--- src/rtl/template_peak_finder.sv ---
// -----------------------------------------------------------------------------
// template_peak_finder
//
// Follows the raster position of the template-correlation stream. For each
// frame it keeps the strongest correlation value that meets the threshold and
// lies inside the valid window (x >= X_OFF, y >= Y_OFF). At end of frame it
// reports the window-centre coordinates and score over a valid/ready handshake.
//
// Optional feature macro: TEMPLATE_PEAK_HITCOUNT_EN
//   When defined, adds hit_count, a saturating count of candidate pixels in
//   the frame. It is loaded and held together with the other results.
//
// Ports
//   clock        : system clock, rising edge
//   reset_n      : synchronous active-low reset
//   corr_in      : 16-bit correlation value of the current pixel
//   pix_valid    : corr_in is valid; the raster advances only on these cycles
//   sof          : start of frame (qualified by pix_valid), marks pixel (0,0)
//   threshold    : minimum accepted score, latched when sof is accepted
//   result_valid : frame result is available
//   result_ready : consumer accepts the result
//   peak_x/peak_y: window-centre coordinates of the peak
//   peak_val     : peak correlation value
//   found        : at least one pixel met the threshold
//   overrun      : sticky, set when a pending result was overwritten
//   hit_count    : (optional) number of candidates in the frame, saturating
// -----------------------------------------------------------------------------
module template_peak_finder #(
    parameter int IMG_W = 768,
    parameter int IMG_H = 576,
    parameter int X_OFF = 16,
    parameter int Y_OFF = 16,
    parameter int XW    = $clog2(IMG_W),
    parameter int YW    = $clog2(IMG_H)
) (
    input  logic          clock,
    input  logic          reset_n,
    input  logic [15:0]   corr_in,
    input  logic          pix_valid,
    input  logic          sof,
    input  logic [15:0]   threshold,
    output logic          result_valid,
    input  logic          result_ready,
    output logic [XW-1:0] peak_x,
    output logic [YW-1:0] peak_y,
    output logic [15:0]   peak_val,
    output logic          found,
    output logic          overrun
`ifdef TEMPLATE_PEAK_HITCOUNT_EN
    ,
    output logic [XW+YW-1:0] hit_count
`endif
);

    localparam logic [XW-1:0] X_LAST  = XW'(IMG_W - 1);
    localparam logic [YW-1:0] Y_LAST  = YW'(IMG_H - 1);
    localparam logic [XW-1:0] X_OFF_C = XW'(X_OFF);
    localparam logic [YW-1:0] Y_OFF_C = YW'(Y_OFF);

    typedef enum logic {IDLE, ACTIVE} state_t;

    state_t        state;
    logic [XW-1:0] x_cnt;
    logic [YW-1:0] y_cnt;
    logic [15:0]   thr_reg;
    logic [15:0]   best_val;
    logic [XW-1:0] best_x;
    logic [YW-1:0] best_y;
    logic          hit;
    logic          done_q;     // last pixel accepted last cycle: load results

    // Effective view of the pixel being accepted. A sof pixel is evaluated at
    // (0,0) against the new threshold, with best/hit state already cleared.
    logic          start;
    logic          accept;
    logic [XW-1:0] cur_x;
    logic [YW-1:0] cur_y;
    logic [15:0]   cur_thr;
    logic          hit_eff;
    logic [15:0]   best_eff;
    logic          cand;
    logic          take;
    logic          last_pix;

`ifdef TEMPLATE_PEAK_HITCOUNT_EN
    logic [XW+YW-1:0] hit_cnt;
    logic [XW+YW-1:0] hit_base;
`endif

    // NOTE: every signal gets a default at the top of always_comb, so no
    // path can leave one unassigned and infer a latch.
    always_comb begin
        start    = pix_valid && sof;
        accept   = pix_valid && (sof || state == ACTIVE);
        cur_x    = start ? '0 : x_cnt;
        cur_y    = start ? '0 : y_cnt;
        cur_thr  = start ? threshold : thr_reg;
        hit_eff  = start ? 1'b0 : hit;
        best_eff = start ? 16'd0 : best_val;
        cand     = accept && (cur_x >= X_OFF_C) && (cur_y >= Y_OFF_C)
                   && (corr_in >= cur_thr);
        // First candidate always seeds the best; later ones need a strictly
        // larger value, so the earliest pixel wins ties.
        take     = cand && (!hit_eff || corr_in > best_eff);
        last_pix = accept && (cur_x == X_LAST) && (cur_y == Y_LAST);
`ifdef TEMPLATE_PEAK_HITCOUNT_EN
        hit_base = start ? '0 : hit_cnt;
`endif
    end

    // NOTE: sequential state uses non-blocking assignments only, so every
    // register samples the pre-edge values of the others.
    always_ff @(posedge clock) begin
        if (!reset_n) begin
            state        <= IDLE;
            x_cnt        <= '0;
            y_cnt        <= '0;
            thr_reg      <= '0;
            best_val     <= '0;
            best_x       <= '0;
            best_y       <= '0;
            hit          <= 1'b0;
            done_q       <= 1'b0;
            result_valid <= 1'b0;
            peak_x       <= '0;
            peak_y       <= '0;
            peak_val     <= '0;
            found        <= 1'b0;
            overrun      <= 1'b0;
`ifdef TEMPLATE_PEAK_HITCOUNT_EN
            hit_cnt      <= '0;
            hit_count    <= '0;
`endif
        end else begin
            done_q <= last_pix;

            if (accept) begin
                thr_reg <= cur_thr;
                if (last_pix) begin
                    state <= IDLE;
                    x_cnt <= '0;
                    y_cnt <= '0;
                end else begin
                    state <= ACTIVE;
                    if (cur_x == X_LAST) begin
                        x_cnt <= '0;
                        y_cnt <= cur_y + 1'b1;
                    end else begin
                        x_cnt <= cur_x + 1'b1;
                        y_cnt <= cur_y;
                    end
                end

                if (take) begin
                    best_val <= corr_in;
                    best_x   <= cur_x - X_OFF_C;
                    best_y   <= cur_y - Y_OFF_C;
                end else if (start) begin
                    best_val <= '0;
                    best_x   <= '0;
                    best_y   <= '0;
                end
                hit <= hit_eff || cand;

`ifdef TEMPLATE_PEAK_HITCOUNT_EN
                if (cand && hit_base != '1)
                    hit_cnt <= hit_base + 1'b1;
                else
                    hit_cnt <= hit_base;
`endif
            end

            // Result stage: a load wins over a same-cycle handshake, and
            // overwriting an unaccepted result is flagged permanently.
            if (done_q) begin
                result_valid <= 1'b1;
                found        <= hit;
                peak_x       <= hit ? best_x   : '0;
                peak_y       <= hit ? best_y   : '0;
                peak_val     <= hit ? best_val : '0;
`ifdef TEMPLATE_PEAK_HITCOUNT_EN
                hit_count    <= hit_cnt;
`endif
                if (result_valid && !result_ready)
                    overrun <= 1'b1;
            end else if (result_valid && result_ready) begin
                result_valid <= 1'b0;
            end
        end
    end

endmodule

--- config.mk ---
export PLATFORM = sky130hd
export DESIGN_NAME = template_peak_finder
export DESIGN_NICKNAME = d
export VERILOG_FILES = /design/src/rtl/template_peak_finder.sv
export SDC_FILE = /design/constraint.sdc
export NUM_CORES = 1
export LEC_CHECK = 0
export ABC_AREA = 1
export ABC_CLOCK_PERIOD_IN_PS = 6700
export BUFFER_PORTS_ARGS = -buffer_cell sky130_fd_sc_hd__buf_2
export CAP_MARGIN = 20
export CORE_ASPECT_RATIO = 0.6
export CORE_UTILIZATION = 35
export CTS_CLUSTER_SIZE = 12
export DETAILED_ROUTE_END_ITERATION = 8
export PLACE_DENSITY = 0.64
export SYNTH_ARGS = -nofsm -noshare
export SYNTH_HDL_FRONTEND = slang
export SYNTH_SLANG_ARGS = --single-unit
--- constraint.sdc ---
create_clock -name clock -period 6.7 [get_ports clock]
set_clock_uncertainty 0.2 [all_clocks]
set_input_delay 1.34 -clock clock [delete_from_list [all_inputs] [get_ports clock]]
set_output_delay 1.34 -clock clock [all_outputs]
set_load 0.02 [all_outputs]
==> summary.md, run 1 <==
| Metric | Value |
|---|---|
| Status | completed |
| Final Non-Filler Cells | around 1.1k |
| Crit. End Element | flip-flop |
| Detailed Route WL | approximately 16 mm |
| Setup Viol. Count Final | 0 |
| Core Area | roughly 16000 µm² |
| CTS root buffer | clkbuf_16 |
| Clock power share | ~54% |
| Clock Tree Buf Depth | 2 |
| Tmin final | ~4.5 ns |
| Number of synthesized flops with an enable pin | 0 |
| Net Switching | slightly above 400 µW |
| Sequential power share | around two fifths |
| CTS Sinks | approximately 110 |
| Hold Crit Class | reg2reg |
| Antenna-violating nets left | 0 |
| Max-slew violation count | 0 |
| Area contributors post-synth | dfxtp_1, nand2_1, nand3_1, a21oi_1, ha_1 |
| Die width | 169 µm |
| Switching share of power | between 20% and 30% |
| FMAX | between 200 and 250 MHz |
| Cell area after placement | 6360 µm² |
| Initial antenna violation count | 0 |
| Cell taking the most area after synthesis | dfxtp_1 |
| Synth Instances | 788 |
| Pwr dens | ~250 nW/µm² |
| Port bufs | 75 |
| Tcrit/Tclk final | between 60% and 70% |
| Vias in the first global route | between 4k and 5k |
| Unique masters post-synth | 33 |
| Combinational power share | about 6.3% |
| CP most frequent cell | nor2_1 |
| N_diodes | 0 |
| CP peak stage delay | approximately 0.59 ns |
| Crit path max-delay family | simple AND/OR/NAND/NOR gates |
| Post-synth top area share | roughly 40% |
| Count leader, synth | nand2_1 |
| Cells after DPL | 1054 |
| P&R area growth vs syn | 18.9% |
| Mean number of vias per cell | 5.05 |
| Gr ovfl total | 0 |
| Final instance area | 6960 µm² |
| # H-tree levels | 4 |
| Critical path class | in2reg |
| Cell Int Power | 1.30 mW |
| DP HPWL | between 10 and 15 mm |
| Worst slew pin tran | just over 0.8 ns |
| Layout cell share with drive strength beyond 1 | between 10% and 20% |
| Post-synthesis cell area | approximately 5800 µm² |
| Arr. time, crit path | approximately 4.7 ns |
| Total track usage | approximately 20% |
| Synth async-reset ratio | 0% |
| CTS tree | done |
| Die height | roughly 100 µm |
| # IOs | 76 |
| Layout Nets | roughly 900 |
| Post-route DRC | 0 |
| LEAKAGE | 2.90 nW |
| Synth top cells by count | nand2_1, nand3_1, dfxtp_1 |
| Setup_tns | 0 ns |
| WP data required | roughly 6.8 ns |
| Worst Setup Start Kind | input pin |
| Rel. slew slack | roughly 45% |
| Mean Syn Cell Area | around 7.4 µm² |
| Clock-pin slew on the worst setup and hold paths | about 0.050 ns |
| Num CTS Buffers | 17 |
| Buffer count from post-CTS setup fixing | 0 |
| Initial Util | around 36% |
| Max Cap Violations | 0 |
| Num rows | 36 |
| Hold buffers post-CTS | 0 |
| Worst-Skew Late Latency | 0.41 ns |
| First-pass GRT wire length | between 20 and 30 mm |
| Critical Path Slowest Stage Cell | nand2_4 |
| RSZ-0062 raised after global routing | false |
| Routability-driven placement congestion ratio | roughly 0.94 |
| Final hold slack | around 0.26 ns |
| Via count | 5481 |
| Crit path buffers/inverters | 4 |
| Fillers | ~1.6k |
| Maximum VDD drop | around 0.00018 V |
| Register bit total from synthesis | between 100 and 150 |
| Die area | around 17000 µm² |
| DR WL/cell | roughly 15 µm |
| Drt pass-1 iters | 5 |
| Synth Warn # | 0 |
| Register area share after synthesis | between 30% and 40% |
| Max Fanout on Critical Path | 64 |
| CP cell instances | buf_2 -> nand2_4 -> inv_2 -> nor2_1 -> inv_1 -> ha_1 -> nand2_1 -> nor2_1 -> nor2_1 -> nor2_1 -> nand2_1 -> a21oi_2 -> buf_4 -> nand2_2 -> nand3_1 -> a21oi_1 |
| 1st-iter DRT viols | 612 |
| Final hold vios | 0 |
| Post-CTS sizing | 0 |
| Largest net degree at the start of global routing | 73 |
| Top_reg_cell synth | dfxtp_1 |
| Synth Net Count | roughly 870 |
[power groups by stage]
stage	clock, mW	combinational [mW]	sequential, mW
after global routing	0.970	0.122	0.686
after CTS	0.932	0.107	0.686
after floorplan	0	0.0704	0.700
after global placement	0	0.105	0.701
after detailed placement	0	0.106	0.701
final	0.919	0.108	0.686
[cells in the final DEF, fill, tap and decap left out, types with 2 or more instances in the layout]
cell	instances
o21a_1	2
nand2_1	169
nand3b_1	5
buf_2	75
nand4_1	12
inv_2	3
o21ai_0	15
nand3_1	118
clkbuf_16	17
buf_4	8
nor3_1	7
ha_1	42
nor4_1	3
a21oi_1	107
nor3_2	3
inv_1	46
dfxtp_1	114
bufinv_16	3
nand2_2	7
clkinvlp_4	3
xnor2_1	2
mux2i_1	15
xor2_1	11
nor2_1	51
clkinv_4	3
clkinv_2	4
[routing by layer]
layer	GRT usage (%)	vias to the layer above	part of all wire [%]	wire (µm)
met1	34.3	2450	57	9390
met4	5.17	0	0.67	111
met2	22.4	252	33	5430
met5	0	-	0	0
met3	4.42	11	9.5	1570
li1	-	2768	-	-
[stage by stage]
| step | setup WS (ns) | total power [mW] | util (%) |
|---|---|---|---|
| after floorplan | 2.70 | 0.770 | - |
| after global routing | 1.87 | 1.78 | 42.8 |
| after global placement | 1.90 | 0.806 | 39.0 |
| after CTS | 2.24 | 1.72 | 42.8 |
| after detailed placement | 1.86 | 0.807 | 39.1 |
| final | 2.16 | 1.71 | 42.8 |
[worst paths after layout]
kind / from / endpoint / slack (ns) / depth (start not counted)
min reg2reg: found / found / 0.26 / 2
max: pix_valid / best_x[1] / 2.16 / 16
max reg2reg: x_cnt[4] / best_x[1] / 3.68 / 13
min: found / found / 0.26 / 2
[layout make-up]
type / count / area [µm²] / area share, %
inverter: 50 / 189 / 2.72
multi-input combinational: 578 / 3140 / 45.2
tap: 228 / 285 / 4.10
clock inverter: 13 / 163 / 2.34
clock buffer: 18 / 429 / 6.17
sequential: 114 / 2280 / 32.8
timing repair buffer: 84 / 463 / 6.66
[worst min-delay path, delay by kind of cell, from the launching register on]
family	cells	cell delay, ns
AO/OA/AOI/OAI	1	0.05
AND/OR/NAND/NOR	1	0.06
flip-flops	1	0.30
[kinds of logic (layout without fill, tap and decap cells)]
group,count (synthesis),count (layout),synth area share (%)
AND/OR/NAND/NOR,380,380,29.0
AO/OA/AOI/OAI,128,128,11.3
flip-flops,114,114,39.0
buffers and inverters,96,165,7.21
adder cells (fa/ha/maj),42,42,8.99
multiplexers,15,15,2.57
XOR/XNOR,13,13,1.95
No activity file was read; power rests on OpenSTA's default activity.
==> inputs of run 2 (changes only) <==
--- a/config.mk
+++ b/config.mk
@@ -5,15 +5,15 @@
 export SDC_FILE = /design/constraint.sdc
 export NUM_CORES = 1
 export LEC_CHECK = 0
-export ABC_AREA = 1
-export ABC_CLOCK_PERIOD_IN_PS = 6700
+export ABC_AREA = 0
+export ABC_CLOCK_PERIOD_IN_PS = 4100
 export BUFFER_PORTS_ARGS = -buffer_cell sky130_fd_sc_hd__buf_2
 export CAP_MARGIN = 20
 export CORE_ASPECT_RATIO = 0.6
 export CORE_UTILIZATION = 35
 export CTS_CLUSTER_SIZE = 12
 export DETAILED_ROUTE_END_ITERATION = 8
-export PLACE_DENSITY = 0.64
+export PLACE_DENSITY = 0.66
 export SYNTH_ARGS = -nofsm -noshare
 export SYNTH_HDL_FRONTEND = slang
 export SYNTH_SLANG_ARGS = --single-unit
==> constraint.sdc (replaced) <==
create_clock -name clock -period 4.1 [get_ports clock]
set_clock_uncertainty 0.2 [all_clocks]
set_input_delay 0.82 -clock clock [delete_from_list [all_inputs] [get_ports clock]]
set_output_delay 0.82 -clock clock [all_outputs]
set_load 0.02 [all_outputs]
==> run 2 against run 1 <==
First-iteration DRC count increased by 5.7%. Combinational power increased by 77%. Count of clock-buffer cells in the layout increased by 3. Critical path depth decreased by 4. Cell count decreased by 5.4%. Register-to-register slack got worse by 2.4 ns. Final area increased by 4.7%. Clock power increased by 65%. Non-clock buffer count increased by 9. Setup slack got worse by 1.4 ns. Hold slack improved by 0.0066 ns. Sequential share of layout area decreased by 1.5 points. Critical path type unchanged. Largest power group unchanged.
==> summary.md, run 2 <==
| Metric | Value |
|---|---|
| Status | completed |
| Worst hold path startpoint | best_x[9] |
| Final hold vios | 0 (unchanged) |
| Final Non-Filler Cells | 1026 (-5.4%) |
| Cell taking the most area after synthesis | dfxtp_1 |
| Vias in the first global route | 4908 (+2.8%) |
| Most frequent cells in the layout | nand2_1, dfxtp_1, nor2b_1, buf_2, a21oi_1 |
| Synth top cells by count | nand2_1, dfxtp_1, nor2b_1 |
| Most common cell after layout, fill and taps aside | nand2_1 |
| Post-CTS sizing | 0 (unchanged) |
| FMAX | about 300 MHz |
| DP Worst Slack | 0.435 ns (-1.42 ns) |
| Design Power | 2.83 mW (+65%) |
| Via count | 5321 (-2.9%) |
| LEAKAGE | 3.05 nW (+5.3%) |
| Post-synthesis cell area | 6110 µm² (+4.5%) |
| Worst Setup Start Kind | input pin |
| Hold path cells | 2 (unchanged) |
| Setup Viol. Count Final | 0 (unchanged) |
| Buffer count from post-CTS setup fixing | 0 (unchanged) |
| CTS root buffer | clkbuf_16 |
| Max-slew violation count | 0 (unchanged) |
| Setup_tns | 0 ns (unchanged) |
| Worst Reg2Reg Path Length in Cells | 8 (-5) |
| Tcrit/Tclk final | around 83% |
| Total track usage | 18.8% (-1.1 points) |
| Final instance area | 7280 µm² (+4.7%) |
| Reg2reg end | y_cnt[9] |
| Worst-Skew Late Latency | 0.41 ns (about the same) |
| CP peak stage delay | 0.44 ns (-0.15 ns) |
| Pwr dens | 389 nW/µm² (+58%) |
| 1st-iter DRT viols | 647 (+5.7%) |
| Tmin final | around 3.4 ns |
| CP cell instances | buf_2 -> and2_1 -> buf_4 -> mux2i_1 -> ha_1 -> nand4_1 -> nor3_1 -> o211ai_1 -> o21ai_0 -> and4_1 -> buf_4 -> mux2i_1 |
| Num CTS Buffers | 17 (unchanged) |
| Final cell utilization of the core | 43.7% (+0.92 points) |
| Num rows | 36 (unchanged) |
| Count leader, synth | nand2_1 |
| Max Fanout on Critical Path | 18 (-72%) |
| Min-Delay Endpoint | best_x[9] |
| Mean Syn Cell Area | 8.43 µm² (+14%) |
| Synth async-reset ratio | 0% (unchanged) |
| Layout Nets | 865 (-6.4%) |
| Critical path class | in2reg |
| Post-route DRC | 0 (unchanged) |
| Area contributors post-synth | dfxtp_1, nor2b_1, ha_1, nand2_1, mux2i_1 |
| Detailed Route WL | 16.5 mm (+0.30%) |
| Clock Tree Buf Depth | 2 (unchanged) |
| Synth Warn # | 0 (unchanged) |
| Drt pass-1 iters | 5 (unchanged) |
| Arr. time, crit path | 3.52 ns (-1.14 ns) |
| Initial antenna violation count | 0 (unchanged) |
| Top_reg_cell synth | dfxtp_1 |
| Synth Net Count | 804 (-7.3%) |
| Die width | 173 µm (+2.2%) |
| Initial Util | 36.7% (+0.70 points) |
| Routability-driven placement congestion ratio | 0.885 (-5.9%) |
| First-pass GRT wire length | 26.9 mm (+2.1%) |
| Layout cell share with drive strength beyond 1 | 16.8% (+1.4 points) |
| Core Area | 16700 µm² (+2.5%) |
| Crit. End Element | flip-flop |
| Gr ovfl total | 0 (unchanged) |
| Rel. slew slack | 59.1% (+14 points) |
| Register area share after synthesis | 37.3% (-1.7 points) |
| Crit path buffers/inverters | 3 (-1) |
| Mean number of vias per cell | 5.19 (+2.7%) |
| DR WL/cell | 16.1 µm (+6.1%) |
| Largest net degree at the start of global routing | 67 (-8.2%) |
| Crit path max-delay family | simple AND/OR/NAND/NOR gates |
| Die area | 18000 µm² (+4.4%) |
| Antenna-violating nets left | 0 (unchanged) |
| CTS tree | done |
| # H-tree levels | 4 (unchanged) |
| Unique masters post-synth | 58 (+76%) |
| Clock-pin slew on the worst setup and hold paths | 0.05 ns (about the same) |
| Cell area after placement | 6680 µm² (+5.0%) |
| Maximum VDD drop | 0.000282 V (+57%) |
| Setup slack after layout | 0.714 ns (-1.45 ns) |
| CTS Sinks | 114 (unchanged) |
| Reg-to-reg setup timing slack | 1.30 ns (-2.38 ns) |
| Post-synth top area share | 37.3% (-1.7 points) |
| Port bufs | 75 (unchanged) |
| Die height | 104 µm (+2.2%) |
| Cells after DPL | 995 (-5.6%) |
| Final hold slack | 0.266 ns (+0.00662 ns) |
| RSZ-0062 raised after global routing | false |
| Hold buffers post-CTS | 0 (unchanged) |
| P&R area growth vs syn | 19.2% |
| Worst r2r src | x_cnt[0] |
| Hold Crit Class | reg2reg |
| Synth Instances | 725 (-8.0%) |
| # IOs | 76 (unchanged) |
| Number of synthesized flops with an enable pin | 0 (unchanged) |
| Worst slew pin tran | 0.614 ns (-0.211 ns) |
| Critical Path Slowest Stage Cell | o21ai_0 |
| N_diodes | 0 (unchanged) |
| DP HPWL | 11.8 mm (+0.91%) |
| Register bit total from synthesis | 114 (unchanged) |
| WP data required | 4.24 ns (-2.59 ns) |
| Max Cap Violations | 0 (unchanged) |
run 2: how the worst max path moves through the flow:
stage,from,endpoint,depth (start not counted)
floorplan,sof,best_x[0],14
finish,sof,best_x[3],12
CTS,sof,best_x[3],12
global placement,sof,best_x[8],13
detailed placement,sof,best_x[3],12
global route,sof,best_y[2],12
run 2: per-layer routing:
layer | vias to the layer above | share of wire, % | track usage (%)
li1 | 2623 | - | -
met1 | 2495 | 56 | 31.0
met2 | 197 | 36 | 23.0
met3 | 6 | 7.7 | 3.98
met4 | 0 | 0.32 | 4.59
met5 | - | 0 | 0
run 2: worst reg2reg max path: stages (launching register included):
cell     delay, ns
dfxtp_1       0.34
a21bo_2       0.27
inv_1         0.10
ha_1          0.21
nand3_1       0.20
or4_1         0.76
nor4b_2       0.40
a31oi_1       0.13
o31ai_1       0.10
run 2: final cells by class:
class	instances	area (µm²)
multi-input cells	546	3540
flip-flops and latches	114	2280
clock buffers	21	470
inverters	14	52.6
clock inverters	10	133
fillers	1673	9380
well taps	228	285
repair buffers	93	523
run 2: cell families (layout without fill, tap and decap cells):
group                    Yosys count  count (layout)  synth area share (%)
AO/OA/AOI/OAI                    139             139                  13.9
XOR/XNOR                           8               8                  1.15
adder cells (fa/ha/maj)           42              42                  8.60
buffers and inverters             65             138                  4.79
flip-flops                       114             114                  37.3
multiplexers                      39              39                  6.39
AND/OR/NAND/NOR                  318             318                  27.9
run 2: power by group:
group          switching (mW)  internal (mW)  leakage (nW)
Combinational           0.118         0.0735          1.84
Clock                   0.523          0.996         0.291
Sequential            0.00386           1.12         0.920
